[src/rtl/mips_mem_pkg.sv]
// Shared definitions for the MEM-stage load/store unit: access size
// encodings, FSM state type, lane count and lane-enable helpers.
package mips_mem_pkg;

    localparam logic [1:0] SIZE_BYTE = 2'b00;
    localparam logic [1:0] SIZE_HALF = 2'b01;
    localparam logic [1:0] SIZE_WORD = 2'b10;

    localparam int unsigned LANES = 4;

    typedef enum logic [1:0] {
        IDLE,
        REQ,
        DONE
    } state_t;

    // Size code 11 behaves exactly like a word access.
    function automatic logic [1:0] norm_size(input logic [1:0] size);
        return (size == 2'b11) ? SIZE_WORD : size;
    endfunction

    // Little-endian byte-lane enables; sub-lane address bits below the
    // access size are ignored, which gives forced alignment.
    function automatic logic [LANES-1:0] lane_enables(input logic [1:0] size,
                                                      input logic [1:0] lane);
        logic [LANES-1:0] be;
        case (norm_size(size))
            SIZE_BYTE: be = 4'b0001 << lane;
            SIZE_HALF: be = lane[1] ? 4'b1100 : 4'b0011;
            default:   be = 4'b1111;
        endcase
        return be;
    endfunction

endpackage

[src/rtl/load_align.sv]
// Load data aligner: picks the addressed byte or halfword out of a read
// word, moves it to bit 0 and zero- or sign-extends it.
module load_align
    import mips_mem_pkg::*;
(
    input  logic [31:0] word,
    input  logic [1:0]  addr,
    input  logic [1:0]  size,
    input  logic        extend,
    output logic [31:0] result
);

    logic [7:0]  sel_byte;
    logic [15:0] sel_half;

    // Lane select followed by extension.
    always_comb begin
        case (addr)
            2'd0:    sel_byte = word[7:0];
            2'd1:    sel_byte = word[15:8];
            2'd2:    sel_byte = word[23:16];
            default: sel_byte = word[31:24];
        endcase
        sel_half = addr[1] ? word[31:16] : word[15:0];
        case (norm_size(size))
            SIZE_BYTE: result = {{24{extend & sel_byte[7]}}, sel_byte};
            SIZE_HALF: result = {{16{extend & sel_half[15]}}, sel_half};
            default:   result = word;
        endcase
    end

endmodule

[src/rtl/mem_access_unit.sv]
// MEM-stage load/store unit: converts byte/half/word accesses into a
// req/ack data-memory transaction, stalls the pipeline until ack and
// returns aligned, extended load data.
// Optional build macro ALIGN_CHECK_EN: misaligned half/word accesses are
// rejected with an AlignErr pulse instead of being force-aligned.
module mem_access_unit
    import mips_mem_pkg::*;
#(
    parameter int unsigned ADDR_W = 32,
    parameter int unsigned DATA_W = 32
) (
    input  logic              Clk,
    input  logic              Rst,
    input  logic              MemReadIn,
    input  logic              MemWriteIn,
    input  logic [1:0]        SizeIn,
    input  logic              LoadExtendedIn,
    input  logic [ADDR_W-1:0] AddressIn,
    input  logic [DATA_W-1:0] WriteDataIn,
    output logic              DmemReq,
    output logic              DmemWe,
    output logic [ADDR_W-1:0] DmemAddr,
    output logic [DATA_W-1:0] DmemWData,
    output logic [LANES-1:0]  DmemByteEn,
    input  logic              DmemAck,
    input  logic [DATA_W-1:0] DmemRData,
    output logic [DATA_W-1:0] ReadDataOut,
    output logic              Stall,
    output logic              MemBubble,
    output logic              AlignErr
);

    state_t            state_q, state_d;
    logic              access, misaligned, start, align_err;
    logic [1:0]        size_n;
    logic [DATA_W-1:0] store_data;
    logic [1:0]        lane_q, size_q;
    logic              ext_q, we_q;
    logic [ADDR_W-1:0] addr_q;
    logic [DATA_W-1:0] wdata_q, ldbuf_q, load_data;
    logic [LANES-1:0]  be_q;

    // A simultaneous read+write request is handled as a store (we = MemWriteIn).
    assign access = MemReadIn | MemWriteIn;
    assign size_n = norm_size(SizeIn);

`ifdef ALIGN_CHECK_EN
    assign misaligned = ((size_n == SIZE_HALF) && AddressIn[0]) ||
                        ((size_n == SIZE_WORD) && (AddressIn[1:0] != 2'b00));
`else
    assign misaligned = 1'b0;
`endif

    assign start     = (state_q == IDLE) && access && !misaligned && !Rst;
    assign align_err = (state_q == IDLE) && access &&  misaligned && !Rst;

    // Store data replicated across all lanes it could land in.
    always_comb begin
        case (size_n)
            SIZE_BYTE: store_data = {LANES{WriteDataIn[7:0]}};
            SIZE_HALF: store_data = {2{WriteDataIn[15:0]}};
            default:   store_data = WriteDataIn;
        endcase
    end

    // State register.
    always_ff @(posedge Clk) begin
        if (Rst) state_q <= IDLE;
        else     state_q <= state_d;
    end

    // Next-state logic; DONE never reissues the access still in EX/MEM.
    always_comb begin
        state_d = state_q;
        case (state_q)
            IDLE:    if (start) state_d = REQ;
            REQ:     if (DmemAck) state_d = DONE;
            DONE:    state_d = IDLE;
            default: state_d = IDLE;
        endcase
    end

    // FSM outputs; Stall is combinational on the arriving access in IDLE.
    always_comb begin
        DmemReq   = (state_q == REQ);
        Stall     = start || (state_q == REQ);
        MemBubble = Stall;
        AlignErr  = align_err;
    end

    // Request capture; held stable through REQ.
    always_ff @(posedge Clk) begin
        if (Rst) begin
            we_q    <= 1'b0;
            addr_q  <= '0;
            wdata_q <= '0;
            be_q    <= '0;
            lane_q  <= '0;
            size_q  <= SIZE_BYTE;
            ext_q   <= 1'b0;
        end else if (start) begin
            we_q    <= MemWriteIn;
            addr_q  <= {AddressIn[ADDR_W-1:2], 2'b00};
            wdata_q <= store_data;
            be_q    <= lane_enables(SizeIn, AddressIn[1:0]);
            lane_q  <= AddressIn[1:0];
            size_q  <= size_n;
            ext_q   <= LoadExtendedIn;
        end
    end

    assign DmemWe     = we_q;
    assign DmemAddr   = addr_q;
    assign DmemWData  = wdata_q;
    assign DmemByteEn = be_q;

    load_align u_load_align (
        .word   (DmemRData),
        .addr   (lane_q),
        .size   (size_q),
        .extend (ext_q),
        .result (load_data)
    );

    // Load buffer: updated only by a completed load, cleared by reset or
    // a rejected misaligned access.
    always_ff @(posedge Clk) begin
        if (Rst || align_err)
            ldbuf_q <= '0;
        else if ((state_q == REQ) && DmemAck && !we_q)
            ldbuf_q <= load_data;
    end

    assign ReadDataOut = ldbuf_q;

endmodule

[config.mk]
export PLATFORM = sky130hd
export DESIGN_NAME = mem_access_unit
export DESIGN_NICKNAME = d
export VERILOG_FILES = /design/src/rtl/mips_mem_pkg.sv /design/src/rtl/load_align.sv /design/src/rtl/mem_access_unit.sv
export SDC_FILE = /design/constraint.sdc
export NUM_CORES = 1
export LEC_CHECK = 0
export ABC_AREA = 1
export CAP_MARGIN = 25
export CORE_ASPECT_RATIO = 0.8
export CORE_MARGIN = 3
export CORE_UTILIZATION = 38
export DETAILED_ROUTE_END_ITERATION = 10
export PLACE_DENSITY = 0.76
export SLEW_MARGIN = 20
export SYNTH_ARGS = -nofsm -noshare
export SYNTH_HDL_FRONTEND = slang
export SYNTH_SLANG_ARGS = --single-unit
[constraint.sdc]
create_clock -name Clk -period 1.2 [get_ports Clk]
set_input_delay 0.18 -clock Clk [delete_from_list [all_inputs] [get_ports Clk]]
set_output_delay 0.18 -clock Clk [all_outputs]
set_load 0.005 [all_outputs]
# Word-level counts from Yosys, hierarchy flattened
# Index checks and enable logic that the tools add are counted.
[word_totals]
reg_bits = 106
inputBits = 104
[classes]
n_eq_ne = 9
n_bitwise = 3
n_shift = 1
n_reduce_logical = 12
mux = 11
[op_table]
columns = ["operator", "count"]
rows = [
  ["$pmux 32 s2", 2],
  ["$pmux 8 s3", 1],
  ["$mux 16", 1],
  ["$eq 2x1->1 const B", 4],
  ["$logic_not 2->1", 4],
  ["$mux 2", 4],
  ["$pmux 4 s2", 1],
  ["$eq 2x2->1 const B", 3],
  ["$logic_and 1x1->1", 4],
  ["$mux 4", 1],
  ["$pmux 2 s2", 1],
  ["$shl 1x2->4 const A", 1],
  ["$and 1x1->1", 2],
  ["$logic_not 1->1", 2],
  ["$ne 2x1->1 const B", 1],
  ["$ne 2x2->1 const B", 1],
  ["$reduce_and 2->1", 1],
  ["$logic_or 1x1->1", 1],
  ["$or 1x1->1", 1],
]

# Logic depth before layout (Yosys ltp)
# Gate-level depths: netlist of run 1.
[logic_depth]
word_depth = 5
ltp_mapped = 10
mapped_depth_nobuf = 9

# By module
# A second synthesis of run 1 with hierarchy kept.
[hier_totals]
cells_unflattened = 721
area_unflattened_um2 = 4943.5
[modules_own_cells]
columns = ["module", "instances", "seq_area_each_um2", "area_each_um2", "cells_each"]
rows = [
  ["mem_access_unit", 1, 2122.0, 4210.3, 565],
  ["load_align", 1, 0.0, 733.2, 156],
]

# Worst setup path after synthesis of run 1
# OpenSTA, ideal clock, no wires.
[synth_timing]
path_kind = "register -> register"
from = "register state_q[0]"
to = "register ldbuf_q[10], in the netlist ReadDataOut[10]"
slack_ps = 5
setup_ps = 122
path_stages_with_launch = 8
required_ps = 1078
synth_period_minus_slack_ps = 1195
n_path_buf = 2
arrival_time_ps = 1074
path_cell_list = "dfxtp_1 -> nand2_1 -> inv_2 -> nand2_2 -> buf_4 -> buf_4 -> nor2_1 -> a21oi_1"
[synth_via]
elab_chain_len = 3
[synth_lines]
columns = ["item", "line_no", "source"]
rows = [
  ["start: declaration", "mem_access_unit.sv:33", "state_t state_q, state_d;"],
  ["start signal: assignment", "mem_access_unit.sv:69", "else state_q <= state_d;"],
  ["$eq 2x1->1", "n/a", ""],
  ["via DmemReq", "mem_access_unit.sv:20", "output logic DmemReq,"],
  ["$logic_and 1x1->1 (2 in series)", "mem_access_unit.sv:130", "else if ((state_q == REQ) && DmemAck && !we_q)"],
  ["end signal: assignment", "mem_access_unit.sv:131", "ldbuf_q <= load_data;"],
  ["end: declaration", "mem_access_unit.sv:40", "logic [DATA_W-1:0] wdata_q, ldbuf_q, load_data;"],
]
# The timed path passes the listed nets, and every way through them passes these cells.
# A chain may end at the register's enable or synchronous reset.

# Final worst setup path of run 1
[layout_timing]
from = "register state_q[1]"
to = "register ldbuf_q[30], in the netlist ReadDataOut[30]"
[layout_via]
elab_chain_len = 3
[layout_lines]
columns = ["item", "line_no"]
rows = [
  ["$eq 2x1->1", "mem_access_unit.sv:130"],
  ["$logic_and 1x1->1 (2 in series)", "mem_access_unit.sv:130"],
]
# Every way passes these cells.

==> flow_metrics.env, run 1 <==
export IMPL_outcome="finished, violations left"
export IMPL_violations="negative setup slack"
export IMPL_antenna_found_initial=1
export IMPL_hold_viol=0
export IMPL_row_count=36
export IMPL_final_min_clock_period_ns=1.41
export IMPL_synth_mux_area_fraction_pct=0
export IMPL_avgSynthCellArea_um2=6.81
export IMPL_fin_nets=1075
export IMPL_fin_skew_ns=0.0101
export IMPL_finalSetupViolCount=107
export IMPL_fin_ws_ns=-0.206
export IMPL_endpoint_kind="flip-flop"
export IMPL_ant_nets=0
export IMPL_cts_hold_buf=0
export IMPL_gr_usage_all_layers_pct=25.6
export IMPL_clkLatencyLatePin_ns=0.34
export IMPL_pin_count=209
export IMPL_core_mm2=0.0123
export IMPL_grt_pass1_vias=5535
export IMPL_ir_drop_uv=954
export IMPL_area_delta_synth_final_pct=95.2
export IMPL_cp_start_kind="flip-flop"
export IMPL_slew_viol_final=0
export IMPL_leakagePower_nw=4.38
export IMPL_async_flop_share_pct=0
export IMPL_crit_fanout=8
export IMPL_yosys_area_share_adder_pct=0
export IMPL_yosysTopAreaCellShare_pct=44.2
export IMPL_synth_most_common_cell="nand2_1"
export IMPL_worstPathRequired_ns=1.44
export IMPL_synth_main_ff_cell="dfxtp_1"
export IMPL_clk_path_buf_depth=2
export IMPL_post_dp_cell_area_mm2=0.00734
export IMPL_min_period_over_period_pct=117
export IMPL_synthSimpleGateAreaFrac_pct=31.8
export IMPL_ys_seq_area_share_pct=44.2
export IMPL_hold_class="in -> reg"
export IMPL_yosys_top_cells_count="nand2_1 (231), dfxtp_1 (106), a21oi_1 (74)"
export IMPL_totalWireLength_um=19700
export IMPL_ys_types=26
export IMPL_design_area_mm2=0.00937
export IMPL_critPathKind="reg -> reg"
export IMPL_arrival_ns=1.64
export IMPL_synth_edff_count=0
export IMPL_start_util_pct=39.2
export IMPL_routed_via_density=5.07
export IMPL_yosys_top_cells_area="dfxtp_1 (44%), nand2_1 (18%), a21oi_1 (7.7%), nand3_1 (6.1%), nor2_1 (4.6%)"
export IMPL_synth_compound_area_share_pct=14.6
export IMPL_dp_slack_ns=-0.552
export IMPL_htree_levels=3
export IMPL_clockRootBuffer="clkbuf_16"
export IMPL_globalRouteOverflowTotal=0
export IMPL_die_w_um=132
export IMPL_synth_top_family_by_area="simple AND/OR/NAND/NOR gates"
export IMPL_routedWlPerCell_um=17.1
export IMPL_yosys_register_bits=106
export IMPL_powerDensity_mw_per_mm2=1100
export IMPL_place_congestion=0.926
export IMPL_synth_largest_area_cell="dfxtp_1"
export IMPL_cts_buffers=9
export IMPL_initialDrtViolationCount=378
export IMPL_rsz0062_at_grt="yes"
export IMPL_drt_pass1_iterations=7
export IMPL_total_power_w=0.0104
export IMPL_portBuffers=205
export IMPL_max_freq_ghz=0.711
export IMPL_post_dp_hpwl_um=11600
export IMPL_grt_max_degree=35
export IMPL_clk_pin_slew_ns=0.07
export IMPL_cts_tree="yes"
export IMPL_syn_area_mm2=0.00480
export IMPL_cts_sinks=106
export IMPL_grt_pass1_wl_um=28900
export IMPL_max_cap_violations=0
export IMPL_dieArea_mm2=0.0140
export IMPL_die_h_um=107
export IMPL_synthCells=705
export IMPL_drive_gt1_share_pct=37.1
export IMPL_synth_xor_area_share_pct=0
export IMPL_drcViolationCount=0
export IMPL_ys_warn_count=0
export IMPL_num_vias=5821
-- cell usage in the layout (no fill, tap or decap), types with 2 or more instances in the layout --
master and count:
buf_16 13, dfxtp_2 21, o21ai_2 19, nand2_1 160, nand3_4 4, a21oi_1 40, dfxtp_1 81, clkdlybuf4s50_1 100
or2_2 8, buf_12 16, dlygate4sd2_1 98, a21oi_4 9, inv_2 5, buf_8 5, buf_6 24, clkbuf_1 3
o21ai_4 7, buf_2 2, a21oi_2 25, nor2_1 38, nand3_2 43, dlymetal6s2s_1 2, o211ai_1 8, nor2_4 12
clkbuf_16 12, a31oi_1 8, nand2_2 54, buf_4 39, nor2_2 13, clkinvlp_4 3, dfxtp_4 4, inv_1 38
o21ai_0 9, nand3_1 14, conb_1 3, nand2_4 18, o21ai_1 8, diode_2 2
-- metal layers --
layer | routed length (um) | global-route usage [%] | part of all wire [%] | vias up
li1 | - | - | - | 2802
met1 | 8260 | 33.1 | 42 | 2712
met2 | 9110 | 40.7 | 46 | 262
met3 | 1780 | 8.66 | 9.0 | 45
met4 | 517 | 7.57 | 2.6 | 0
met5 | 0 | 0 | 0 | -
-- report_power, final --
group | switching (W) | internal (W) | total (W)
registers | 0.000239 | 0.00385 | 0.00409
logic | 0.00156 | 0.00176 | 0.00332
clock network | 0.00132 | 0.00162 | 0.00295
-- final cells by class --
cell class	count	area, um^2
Clock buffer	12	236
Tap cell	171	214
Multi-Input combinational cell	505	3220
Clock inverter	4	52.6
Timing Repair Buffer	303	3290
Antenna cell	2	5.00
Fill cell	882	2880
Inverter	46	190
Sequential cell	106	2160
-- cell families (layout without fill, tap and decap cells) --
kind of cell / after synthesis / in the layout
buffers and inverters: 96 / 365
other: 1 / 5
flip-flops: 106 / 106
AO/OA/AOI/OAI: 134 / 134
AND/OR/NAND/NOR: 368 / 368
-- sequential cells by signal, summed over array words and instances (netlist names) --
register,cells
lane_q,2
DmemByteEn,4
ext_q,1
state_q,2
DmemWData,32
DmemWe,1
DmemAddr,30
size_q,2
ReadDataOut,32
-- worst max-delay path, stage by stage (launching register included) --
cell and delay, ns:
dfxtp_2 0.35, buf_4 0.11, inv_2 0.03, nand2_4 0.08, inv_6 0.05, nand2_8 0.13
clkinv_8 0.10, buf_12 0.15, nor2_1 0.09, nor2_1 0.05, nand2_1 0.10, inv_1 0.05
-- per-stage QoR --
step | std cells | setup TNS (ns) | utilization [%] | hold slack (ns)
global placement | 1087 | -37.63 | 59.9 | 0.450
detailed placement | 1087 | -40.40 | 59.9 | 0.455
finish | 1149 | -10.82 | 76.5 | 0.261
global route | 1148 | -16.90 | 76.5 | 0.270
floorplan | 707 | 0 | - | 0.291
CTS | 1143 | -8.71 | 71.8 | 0.285
-- repair_timing --
item,CTS,global route
pin swaps,60,59
gates resized for setup,319,177
endpoints found under the setup margin,202,110
endpoints found under the hold margin,0,0
gates cloned,18,3
setup buffers,23,11
-- path summary, 6_finish.rpt --
kind                            slack [ns]  cells past startpoint                       from                      endpoint
worst min register to register        0.45                      2  DmemAddr[25]$_SDFFE_PP0P_     DmemAddr[25]$_SDFFE_PP0P_
worst min-delay path                  0.26                      4                 MemWriteIn           DmemWe$_SDFFE_PP0P_
worst max register to register       -0.21                     11    state_q[1]$_SDFFE_PP0P_  ReadDataOut[30]$_SDFFE_PP0P_
worst max-delay path                 -0.21                     11    state_q[1]$_SDFFE_PP0P_  ReadDataOut[30]$_SDFFE_PP0P_
Power figures use the tool's default switching activity.
==> run 2: changes to the inputs <==
- GPL_ROUTABILITY_DRIVEN: unset -> 0
==> results of run 2 <==
The final DEF is identical to that of run 1; final timing and power are the same.
